<file path="src/rtl/cpu_sequencer.sv">
// cpu_sequencer: multi-cycle control sequencer for the 8-bit CPU.
//
// Splits every instruction into FETCH / DECODE / EXEC / MEM / WB steps and
// gates every datapath write enable so architectural state only changes in
// the step that owns it. Data memory accesses use a req/ack handshake guarded
// by a wait counter; if no ack arrives within MEM_TIMEOUT cycles the core
// parks in FAULT. A halt instruction parks the core in HALT. Both are left
// only through reset.
//
// Optional build macro:
//   DEBUG_STEP_EN  adds input 'step' and state STEP_WAIT. After every
//                  retiring instruction the core waits in STEP_WAIT until
//                  step=1, so a held step advances one instruction per pass.
//
// Ports:
//   clock        in   system clock, rising edge
//   reset        in   asynchronous, active-low reset
//   step         in   (DEBUG_STEP_EN only) single-step advance
//   is_load      in   decoded memory load
//   is_store     in   decoded memory store
//   is_jump      in   decoded unconditional jump
//   is_branch    in   decoded jump-if-flag
//   is_halt      in   decoded halt
//   reg_write    in   non-memory instruction writes rd
//   flag_write   in   instruction updates flag
//   flag         in   current flag value
//   mem_ack      in   data memory completed current access
//   ir_load      out  latch instruction register
//   pc_en        out  update pc
//   pc_sel       out  0 = pc+1, 1 = jump target
//   reg_w_en     out  regfile write strobe
//   reg_mem_sel  out  regfile write data from memory
//   flag_w_en    out  flag write strobe
//   mem_req      out  data memory request
//   mem_we       out  data memory write (with mem_req)
//   halted       out  core halted
//   fault        out  memory timeout fault
//   retired      out  retired-instruction count (wraps)

module cpu_sequencer #(
  parameter int MEM_TIMEOUT = 15,
  parameter int CNT_W       = 16
) (
`ifdef DEBUG_STEP_EN
  input  logic             step,
`endif
  input  logic             clock,
  input  logic             reset,
  input  logic             is_load,
  input  logic             is_store,
  input  logic             is_jump,
  input  logic             is_branch,
  input  logic             is_halt,
  input  logic             reg_write,
  input  logic             flag_write,
  input  logic             flag,
  input  logic             mem_ack,
  output logic             ir_load,
  output logic             pc_en,
  output logic             pc_sel,
  output logic             reg_w_en,
  output logic             reg_mem_sel,
  output logic             flag_w_en,
  output logic             mem_req,
  output logic             mem_we,
  output logic             halted,
  output logic             fault,
  output logic [CNT_W-1:0] retired
);

  typedef enum logic [3:0] {
    BOOT, FETCH, DECODE, EXEC, MEM, WB, HALT, FAULT, STEP_WAIT
  } state_t;

  // Where a retiring instruction goes next: straight to FETCH normally,
  // or to the single-step gate in debug builds.
`ifdef DEBUG_STEP_EN
  localparam state_t RETIRE_NEXT = STEP_WAIT;
`else
  localparam state_t RETIRE_NEXT = FETCH;
`endif

  // Last wait-counter value allowed before the access is declared dead.
  localparam logic [7:0] TIMEOUT_LAST = 8'(MEM_TIMEOUT - 1);

  state_t           state_q, state_d;
  logic [7:0]       waitCnt_q, waitCnt_d;
  logic [CNT_W-1:0] retired_q, retired_d;

  // State, wait counter and retire counter registers. Reset is asynchronous
  // so an in-flight mem_req drops the moment reset is asserted.
  always_ff @(posedge clock or negedge reset) begin
    if (!reset) begin
      state_q   <= BOOT;
      waitCnt_q <= 8'd0;
      retired_q <= '0;
    end else begin
      state_q   <= state_d;
      waitCnt_q <= waitCnt_d;
      retired_q <= retired_d;
    end
  end

  // Next-state logic. EXEC resolves the instruction class with priority
  // halt > memory > jump/branch > ALU. In MEM an ack beats the timeout.
  always_comb begin
    state_d   = state_q;
    waitCnt_d = waitCnt_q;
    case (state_q)
      BOOT:   state_d = FETCH;
      FETCH:  state_d = DECODE;
      DECODE: state_d = EXEC;
      EXEC: begin
        if (is_halt) begin
          state_d = HALT;
        end else if (is_load || is_store) begin
          state_d   = MEM;
          waitCnt_d = 8'd0;
        end else begin
          state_d = RETIRE_NEXT;
        end
      end
      MEM: begin
        if (mem_ack) begin
          state_d = is_store ? RETIRE_NEXT : WB;
        end else begin
          waitCnt_d = waitCnt_q + 8'd1;
          if (waitCnt_q == TIMEOUT_LAST) begin
            state_d = FAULT;
          end
        end
      end
      WB:     state_d = RETIRE_NEXT;
      HALT:   state_d = HALT;
      FAULT:  state_d = FAULT;
`ifdef DEBUG_STEP_EN
      STEP_WAIT: if (step) state_d = FETCH;
`endif
      default: state_d = BOOT;
    endcase
  end

  // Output decode: combinational from state and decoded inputs. Anything
  // not explicitly raised here stays low, which keeps BOOT, DECODE, HALT,
  // FAULT and STEP_WAIT strobe-free.
  always_comb begin
    ir_load     = 1'b0;
    pc_en       = 1'b0;
    pc_sel      = 1'b0;
    reg_w_en    = 1'b0;
    reg_mem_sel = 1'b0;
    flag_w_en   = 1'b0;
    mem_req     = 1'b0;
    mem_we      = 1'b0;
    halted      = 1'b0;
    fault       = 1'b0;
    case (state_q)
      FETCH: ir_load = 1'b1;
      EXEC: begin
        if (is_halt || is_load || is_store) begin
          pc_en = 1'b0;
        end else if (is_jump || (is_branch && flag)) begin
          pc_en  = 1'b1;
          pc_sel = 1'b1;
        end else if (is_branch) begin
          pc_en = 1'b1;
        end else begin
          pc_en     = 1'b1;
          reg_w_en  = reg_write;
          flag_w_en = flag_write;
        end
      end
      MEM: begin
        mem_req = 1'b1;
        mem_we  = is_store;
        pc_en   = mem_ack && is_store;
      end
      WB: begin
        reg_w_en    = 1'b1;
        reg_mem_sel = 1'b1;
        pc_en       = 1'b1;
      end
      HALT:  halted = 1'b1;
      FAULT: fault  = 1'b1;
      default: ;
    endcase
  end

  // Every pc update retires exactly one instruction.
  assign retired_d = pc_en ? retired_q + {{(CNT_W-1){1'b0}}, 1'b1} : retired_q;
  assign retired   = retired_q;

endmodule

</file>
<file path="config.mk">
export PLATFORM = sky130hd
export DESIGN_NAME = cpu_sequencer
export DESIGN_NICKNAME = d
export VERILOG_FILES = /design/src/rtl/cpu_sequencer.sv
export SDC_FILE = /design/constraint.sdc
export NUM_CORES = 1
export LEC_CHECK = 0
export ABC_AREA = 1
export CORE_MARGIN = 3
export CORE_UTILIZATION = 30
export CTS_BUF_LIST = sky130_fd_sc_hd__clkbuf_16
export DETAILED_ROUTE_END_ITERATION = 8
export GPL_TIMING_DRIVEN = 0
export PLACE_DENSITY = 0.54
export REMOVE_ABC_BUFFERS = 1
export SETUP_SLACK_MARGIN = 0.4
export SLEW_MARGIN = 20
export SYNTH_ARGS = -nofsm -noshare
export SYNTH_HDL_FRONTEND = slang
export SYNTH_SLANG_ARGS = --single-unit
</file>
<file path="constraint.sdc">
create_clock -name clock -period 1.9 [get_ports clock]
set_input_delay 0.38 -clock clock [delete_from_list [all_inputs] [get_ports clock]]
set_output_delay 0.38 -clock clock [all_outputs]
set_load 0.05 [all_outputs]
</file>
==> out/results.ini, run 1 <==
[logic_synthesis]
syn_area_per_cell_um2=7.28
synth_top_area_share=0.388
postSynthCellCount=239
synth_edf_count=0
ys_ff_latch=27
ys_warn_count=0
async_flop_share=1.00
yosys.area.top_type=dfrtp_1
synth_area_leaders=dfrtp_1 39%, nand2_1 18%, inv_1 6.3%, nor2_1 4.7%, nand3_1 4.3%
ys.flop_type=dfrtp_1
ys_types=29
synth_area_um2=1740
synth-seq-area-share=0.388

[routing]
drcViolationCount=0
drtIter0Drc=96
first_pass_iters=4
avgRoutedWirePerCell_um=12.5
wirelength_um=4660
vias=1713
via_per_inst=4.59
final_antenna_net_count=0

[global_route]
grt_pass1_wl_um=7510
antenna_found_initial=0
grt_pass1_vias=1642
track_usage=0.142
overflow=0
grt_max_degree=28

[worst_hold_path]
hold_class=in -> async

[clock_network]
clockBufferDepth=2
clkLatencyLatePin_ns=0.26
clk_pin_slew_ns=0.07
clock_sinks=27
htreeDepth=1
postCtsHoldBufs=0
cts_made_buffers=3
cts_tree=built
root_buffer=clkbuf_16

[place]
place_inst=344
placedInstanceArea_um2=2140
numPortBuffers=36
gp_congestion=0.768
dpl.hpwl_um=2840
place_ws_ns=-0.930

[sta]
hold_viol=0
setup_viol=0
post-route-period-util=0.911
setup_ws_ns=0.169
slew_headroom=0.577
min_period_ns=1.73
clock_skew_ns=0.00812
fmax_mhz=578
slew_violations=0
tightest_slew_ns=0.634
rsz0062_at_grt=yes

[final_layout]
fillers=550
layout.nets=316
syn_to_final_growth_pct=51.9
final_cells=373
layout_common_cells=72 x nand2_1, 25 x inv_1, 21 x dfrtp_1
final_common_cell=nand2_1
design_area_um2=2640
antennaDiodeCount=0
drive_gt1_frac=0.359

[run_status]
status=finished, final reports clean

[critical_path]
cp.arrival_ns=1.35
endpoint_kind=primary output
crit_path_max_fanout=3
slowest_stage=dfrtp_1
crit_start=state_q[2]$_DFFE_PN0P_
cp-endpoint=flag_w_en
worstSetupStartpointType=register
r2r_cells=12
reg2reg_slack_ns=0.36
crit_chain=inv_2 -> nand3_4 -> clkinv_4 -> nand2_8 -> nor4_4 -> buf_6
required_ns=1.52
worstReg2RegStart=state_q[2]$_DFFE_PN0P_
critical_path.max_stage_delay_ns=0.43
r2r-end=waitCnt_q[3]$_DFFE_PN0P_
path_class=reg -> out

[power_and_ir_drop]
p_leak_nw=1.23
power.density_nw_per_um2=1150
ir_drop_mv=0.839

[flow_run]
maxCapViolations=0

[floorplan]
die_height_um=82.1
fp.dieArea_um2=6750
pin_count=37
die-width_um=82.1
core.rowCount=27
core_area_um2=5570
initial_core_util=0.312

-- registers in the layout, summed over array words and instances (netlist names) --
register / cells
retired: 16
state_q: 3
waitCnt_q: 8
-- stage by stage --
step	hold WS [ns]	util	total power [W]	setup TNS, ns
2_1_floorplan	0.0844	-	0.00160	-0.888
3_3_place_gp	0.489	0.385	0.00195	-6.13
3_5_place_dp	0.451	0.384	0.00196	-4.75
4_1_cts	0.157	0.440	0.00276	0
5_1_grt	0.183	0.474	0.00321	0
6_report	0.127	0.474	0.00304	0
-- how the worst min path moves through the flow --
stage	startpoint	endpoint	slack [ns]	cells past startpoint
finish	reset	retired[15]$_DFFE_PN0P_	0.13	1
global route	reset	retired[15]$_DFFE_PN0P_	0.18	1
CTS	reset	retired[15]$_DFFE_PN0P_	0.16	1
detailed placement	reset	retired[15]$_DFFE_PN0P_	0.45	1
global placement	retired[15]$_DFFE_PN0P_	retired[15]$_DFFE_PN0P_	0.49	2
floorplan	reset	retired[0]$_DFFE_PN0P_	0.08	0
-- power breakdown --
group,switching [W],internal (W),leakage (nW)
logic,0.00109,0.000637,0.833
registers,0.000139,0.000678,0.356
clock network,0.000205,0.000284,0.0409
total,0.00144,0.00160,1.23
-- synthesized netlist by cell type, types with 3 or more instances --
library cell	number
nand4_1	7
nand2_4	4
nand2_1	84
nor2_1	22
xnor2_1	3
o21ai_2	3
ha_1	3
nand3_1	15
o21ai_1	3
nor3_1	3
inv_1	29
nand3b_1	4
xor2_1	3
dfrtp_1	27
o21ai_0	11
-- critical path, delay by kind of cell, from the launching register on --
family	cells	cell delay, ns
buffers and inverters	3	0.37
flip-flops	1	0.43
AND/OR/NAND/NOR	3	0.28
-- what timing repair did --
item | in CTS | in global routing
gates cloned | 2 | 0
resized for setup | 161 | 51
buffers inserted | 14 | 9
pin swaps | 9 | 11
endpoints found under the setup margin | 43 | 40
-- routing by layer --
metal	GRT usage	wire, um	up-vias
met3	0.0217	172	2
li1	-	-	884
met1	0.194	2230	797
met2	0.237	2220	30
met5	0	0	-
met4	0.0349	29	0
-- kinds of logic after synthesis --
group / Yosys count / synth area share
compound gates: 20 / 0.0662
fa+ha+maj: 3 / 0.0216
buf+inv: 35 / 0.0964
simple gates: 147 / 0.388
flops: 27 / 0.388
xor+xnor: 7 / 0.0396
-- area by class of cell --
class / instances / area [um^2] / share of cell area
multi-input combinational: 179 / 1120 / 0.422
sequential: 27 / 683 / 0.259
timing repair buffer: 59 / 541 / 0.205
inverter: 32 / 133 / 0.0502
tap: 72 / 90.1 / 0.0341
clock buffer: 3 / 75.1 / 0.0284
clock inverter: 1 / 5.00 / 0.00189
No activity file was read; power rests on OpenSTA's default activity.
==> run 2, diff against run 1 <==
--- a/config.mk
+++ b/config.mk
@@ -5,13 +5,13 @@
 export SDC_FILE = /design/constraint.sdc
 export NUM_CORES = 1
 export LEC_CHECK = 0
-export ABC_AREA = 1
+export CAP_MARGIN = 10
 export CORE_MARGIN = 3
 export CORE_UTILIZATION = 30
 export CTS_BUF_LIST = sky130_fd_sc_hd__clkbuf_16
 export DETAILED_ROUTE_END_ITERATION = 8
 export GPL_TIMING_DRIVEN = 0
-export PLACE_DENSITY = 0.54
+export PLACE_DENSITY = 0.55
 export REMOVE_ABC_BUFFERS = 1
 export SETUP_SLACK_MARGIN = 0.4
 export SLEW_MARGIN = 20
==> out/results.ini, run 2 <==
[power_and_ir_drop]
p_leak_nw=1.14
swShare=0.434
power.density_nw_per_um2=1210
clock_power_share=0.157
power_switching_w=0.00136
intPower_w=0.00177
ir_drop_mv=0.485
combinationalPowerShare=0.570
power_frac_seq=0.273

[critical_path]
crit_chain=nand4bb_4 -> or2_4 -> nor3_4 -> a21o_1 -> buf_6
worstSetupStartpointType=register
crit_path_max_fanout=3
r2r_cells=6
worstReg2RegStart=state_q[2]$_DFFE_PN0P_
crit_family=simple AND/OR/NAND/NOR gates
required_ns=1.52
critPathBufInv=1
reg2reg_slack_ns=-0.01
path_class=reg -> out
endpoint_kind=primary output
critical_path.max_stage_delay_ns=0.41
r2r-end=waitCnt_q[5]$_DFFE_PN0P_
slowest_stage=dfrtp_2
cp.arrival_ns=1.61

[floorplan]
fp.dieArea_um2=5740
core.rowCount=24
die-width_um=75.8
core_area_um2=4530
pin_count=37
die_height_um=75.8
initial_core_util=0.322

[routing]
first_pass_iters=4
via_per_inst=4.99
drcViolationCount=0
avgRoutedWirePerCell_um=15.6
drtIter0Drc=81
wirelength_um=4340
final_antenna_net_count=0
vias=1388

[sta]
setup_ws_ns=-0.0944
slew_headroom=0.584
tns_ns=-0.401
setup_viol=6
slew_violations=0
tightest_slew_ns=0.624
fmax_mhz=501
clock_skew_ns=0.00317
hold_viol=0
rsz0062_at_grt=yes
min_period_ns=1.99
post-route-period-util=1.05

[logic_synthesis]
synth_area_leaders=dfrtp_1 46%, xnor2_1 7.2%, nand3_1 3.8%, and3_1 3.0%, o21ai_0 2.7%
synth_area_um2=1460
ys_types=46
synth_top_area_share=0.463
postSynthCellCount=146
ys.flop_type=dfrtp_1
synth-seq-area-share=0.463
async_flop_share=1.00
ys_warn_count=0
synth_commonest_cells=27 x dfrtp_1, 12 x xnor2_1, 11 x nand3_1, 9 x nand2_1, 8 x o21ai_0
ys_ff_latch=27
synth_edf_count=0
syn_area_per_cell_um2=10.0
yosys.area.top_type=dfrtp_1
synth_most_common_cell=dfrtp_1

[final_layout]
syn_to_final_growth_pct=76.3
layout_common_cells=23 x dfrtp_1, 21 x buf_4, 15 x buf_6
final_common_cell=dfrtp_1
largest_reg_flops=16
antennaDiodeCount=0
final_cells=278
layout.nets=228
drive_gt1_frac=0.531

[clock_network]
cts_tree=built
clockBufferDepth=2
clk_pin_slew_ns=0.07
clock_sinks=27
htreeDepth=1
cts_made_buffers=3
postCtsHoldBufs=0
root_buffer=clkbuf_16
clkLatencyLatePin_ns=0.26

[global_route]
track_usage=0.157
grt_pass1_wl_um=6890
grt_max_degree=28
overflow=0
grt_pass1_vias=1449
antenna_found_initial=0

[place]
dpl.hpwl_um=2410
gp_congestion=0.793
place_inst=240
numPortBuffers=36

[flow_run]
maxCapViolations=0

[run_status]
violations=setup timing
status=finished, violations left

[worst_hold_path]
hold_class=in -> async

==> run 2: cell count changes after synthesis, moves of 4 or more <==
| cell | change |
|---|---|
| nand2_1 | -75 |
| inv_1 | -26 |
| nor2_1 | -15 |
| xnor2_1 | +9 |
| and3_1 | +7 |
| and2_1 | +4 |
| nand2_4 | -4 |
| nand3_1 | -4 |
| nand3b_1 | -4 |
==> run 2: metal layers <==
metal	global-route usage	routed length [um]	vias to the layer above
met2	0.265	2240	35
met5	0	0	-
met4	0.0408	84	0
met3	0.0383	168	10
li1	-	-	664
met1	0.199	1850	679
==> run 2: worst register-to-register path: stages, from the launching register on <==
cell	delay, ns
dfrtp_2	0.36
buf_4	0.12
buf_4	0.10
buf_4	0.10
or4b_4	0.49
or4_4	0.50
mux2i_1	0.15
==> run 2: cells by family after synthesis <==
group | Yosys count | share of synthesized area
adder cells (fa/ha/maj) | 3 | 0.0257
XOR/XNOR | 15 | 0.0900
multiplexers | 2 | 0.0146
flip-flops | 27 | 0.463
AO/OA/AOI/OAI | 26 | 0.123
AND/OR/NAND/NOR | 63 | 0.249
buffers and inverters | 10 | 0.0351
==> run 2: cell type report <==
class,count,area (um^2)
repair buffers,70,693
fillers,375,1960
clock buffers,3,75.1
inverters,3,17.5
flip-flops and latches,27,681
clock inverters,1,7.51
multi-input cells,109,1020
well taps,65,81.3
==> run 2: power by group through the flow <==
stage,Sequential [W],Clock (W),Combinational (W)
finish,0.000853,0.000489,0.00178
global route,0.000878,0.000528,0.00188
CTS,0.000841,0.000508,0.00162
detailed placement,0.000865,0,0.00113
global placement,0.000855,0,0.00111
floorplan,0.00101,0,0.000588
==> run 2: worst max-delay path by stage <==
| stage | from | to | depth (start not counted) |
|---|---|---|---|
| finish | state_q[2]$_DFFE_PN0P_ | reg_w_en | 5 |
| global route | state_q[1]$_DFFE_PN0P_ | reg_w_en | 5 |
| CTS | state_q[2]$_DFFE_PN0P_ | flag_w_en | 5 |
| detailed placement | is_store | flag_w_en | 6 |
| global placement | is_store | flag_w_en | 6 |
| floorplan | state_q[2]$_DFFE_PN0P_ | retired[1]$_DFFE_PN0P_ | 3 |
==> run 2: timing repair <==
action / CTS / global route
resized for setup: 187 / 43
pin swaps: 26 / 17
setup endpoints to repair: 51 / 41
cloned: 1 / 0
buffers inserted: 25 / 8
==> run 2: through the flow <==
step | util | setup slack [ns] | hold slack [ns] | area, um^2 | total power (W)
6_report | 0.568 | -0.0944 | 0.127 | 2570 | 0.00312
5_1_grt | 0.568 | -0.163 | 0.174 | 2570 | 0.00329
4_1_cts | 0.539 | -0.127 | 0.151 | 2440 | 0.00297
3_5_place_dp | 0.409 | -1.15 | 0.436 | 1860 | 0.00199
3_3_place_gp | 0.411 | -1.12 | 0.466 | 1860 | 0.00197
2_1_floorplan | - | -0.352 | 0.0844 | 1420 | 0.00160
==> run 3, diff against run 2 <==
--- a/config.mk
+++ b/config.mk
@@ -12,9 +12,9 @@
 export DETAILED_ROUTE_END_ITERATION = 8
 export GPL_TIMING_DRIVEN = 0
 export PLACE_DENSITY = 0.55
+export RECOVER_POWER = 25
 export REMOVE_ABC_BUFFERS = 1
-export SETUP_SLACK_MARGIN = 0.4
-export SLEW_MARGIN = 20
+export SLEW_MARGIN = 5
 export SYNTH_ARGS = -nofsm -noshare
 export SYNTH_HDL_FRONTEND = slang
 export SYNTH_SLANG_ARGS = --single-unit
==> out/results.ini, run 3 (synthesis results as in run 2) <==
[final_layout]
drive_gt1_frac=0.250
final_cells=261
layout_common_cells=24 x dfrtp_1, 19 x buf_4, 12 x xnor2_1
antennaDiodeCount=0
largest_reg_flops=16
syn_to_final_growth_pct=48.2
layout.nets=211
final_common_cell=dfrtp_1

[place]
gp_congestion=0.793
place_inst=240
dpl.hpwl_um=2340
place_ws_ns=-1.15
numPortBuffers=36

[critical_path]
required_ns=1.52
path_class=reg -> out
cp.arrival_ns=1.61
worstSetupStartpointType=register
worstReg2RegStart=state_q[0]$_DFFE_PN0P_
endpoint_kind=primary output
r2r-end=waitCnt_q[7]$_DFFE_PN0P_
crit_path_max_fanout=4
r2r_cells=4
reg2reg_slack_ns=0
crit_start=state_q[2]$_DFFE_PN0P_

[floorplan]
die-width_um=75.8
die_height_um=75.8
core.rowCount=24
core_area_um2=4530
pin_count=37
fp.dieArea_um2=5740
initial_core_util=0.322

[clock_network]
cts_tree=built
cts_made_buffers=3
clk_pin_slew_ns=0.07
clockBufferDepth=2
clkLatencyLatePin_ns=0.26
root_buffer=clkbuf_16
postCtsHoldBufs=0
clock_sinks=27
htreeDepth=1

[global_route]
antenna_found_initial=0
grt_max_degree=28
grt_pass1_wl_um=5910
grt_pass1_vias=1291
track_usage=0.132
overflow=0

[sta]
min_period_ns=1.99
fmax_mhz=501
tightest_slew_ns=1.48
slew_violations=0
hold_viol=0
slew_headroom=0.0132
setup_viol=4
setup_ws_ns=-0.0945
post-route-period-util=1.05
clock_skew_ns=0.00189
rsz0062_at_grt=yes

[power_and_ir_drop]
intPower_w=0.00151
power_frac_seq=0.313
clock_power_share=0.182
p_leak_nw=1.07
power_switching_w=0.00117
ir_drop_mv=0.479
combinationalPowerShare=0.504
swShare=0.436
power.density_nw_per_um2=1240

[flow_run]
maxCapViolations=0

[worst_hold_path]
hold_class=in -> async

[routing]
wirelength_um=3620
via_per_inst=5.01
drcViolationCount=0
drtIter0Drc=67
avgRoutedWirePerCell_um=13.9
final_antenna_net_count=0
first_pass_iters=4
vias=1308

[run_status]
status=finished, violations left
violations=setup timing

[run 3: cell count changes in the layout (fill, tap and decap cells not counted), moves of 5 or more]
| cell | before | now |
|---|---|---|
| buf_6 | 15 | 2 |
| dlymetal6s2s_1 | 0 | 9 |
| o21ai_0 | 1 | 8 |
| clkdlybuf4s15_2 | 8 | 2 |
| dlygate4sd2_1 | 1 | 7 |
| buf_2 | 7 | 2 |
| buf_8 | 7 | 2 |
| nand3_1 | 6 | 11 |
| o21ai_1 | 5 | 0 |
| xnor2_1 | 7 | 12 |
| xnor2_2 | 5 | 0 |
[run 3: worst max-delay path by stage]
| stage | cells after the start | endpoint |
|---|---|---|
| global placement | 6 | flag_w_en |
| global route | 5 | flag_w_en |
| detailed placement | 6 | flag_w_en |
| CTS | 5 | flag_w_en |
| finish | 5 | flag_w_en |
| floorplan | 3 | retired[1]$_DFFE_PN0P_ |
[run 3: final cells by class]
| type | instances | area [um^2] |
|---|---|---|
| well taps | 65 | 81.3 |
| repair buffers | 53 | 495 |
| fillers | 436 | 2370 |
| inverters | 3 | 11.3 |
| flip-flops and latches | 27 | 679 |
| multi-input cells | 109 | 813 |
| clock inverters | 1 | 7.51 |
| clock buffers | 3 | 75.1 |
[run 3: metal layers]
layer | global-route usage | vias up | wire length, um | share of wire
met5 | 0 | - | 0 | 0
met3 | 0.0277 | 0 | 128 | 0.035
met2 | 0.240 | 31 | 1920 | 0.53
met1 | 0.162 | 647 | 1570 | 0.43
li1 | - | 630 | - | -
met4 | 0.0233 | 0 | 0 | 0
[run 3: power groups by stage]
stage                     logic (W)  clock network (W)  registers [W]
after detailed placement    0.00113                  0       0.000864
after global routing        0.00145           0.000524       0.000864
after CTS                   0.00131           0.000504       0.000841
after floorplan            0.000588                  0        0.00101
final                       0.00135           0.000489       0.000839
after global placement      0.00111                  0       0.000855
[run 3: per-stage QoR]
step                      utilization  setup TNS, ns  cell area, um^2  hold slack [ns]  power (W)
after floorplan                     -          -2.21             1420           0.0844    0.00160
after global placement          0.411         -12.67             1860            0.466    0.00197
after detailed placement        0.411         -13.59             1860            0.468    0.00199
after CTS                       0.468         -0.423             2120            0.482    0.00266
after global routing            0.477         -0.915             2160            0.519    0.00284
final                           0.477         -0.196             2160            0.463    0.00268
[run 3: timing repair]
action                                  CTS  global route
pin swaps                                 8             9
gates resized for setup                  81            15
gates cloned                              0             0
endpoints found under the setup margin   33            21
buffers inserted                         13             4
[run 3: worst max-delay path, stage by stage (launching register included)]
cell,delay (ns)
dfrtp_2,0.43
nand4bb_4,0.19
or2_4,0.28
nor3_4,0.14
and2_4,0.17
buf_8,0.14
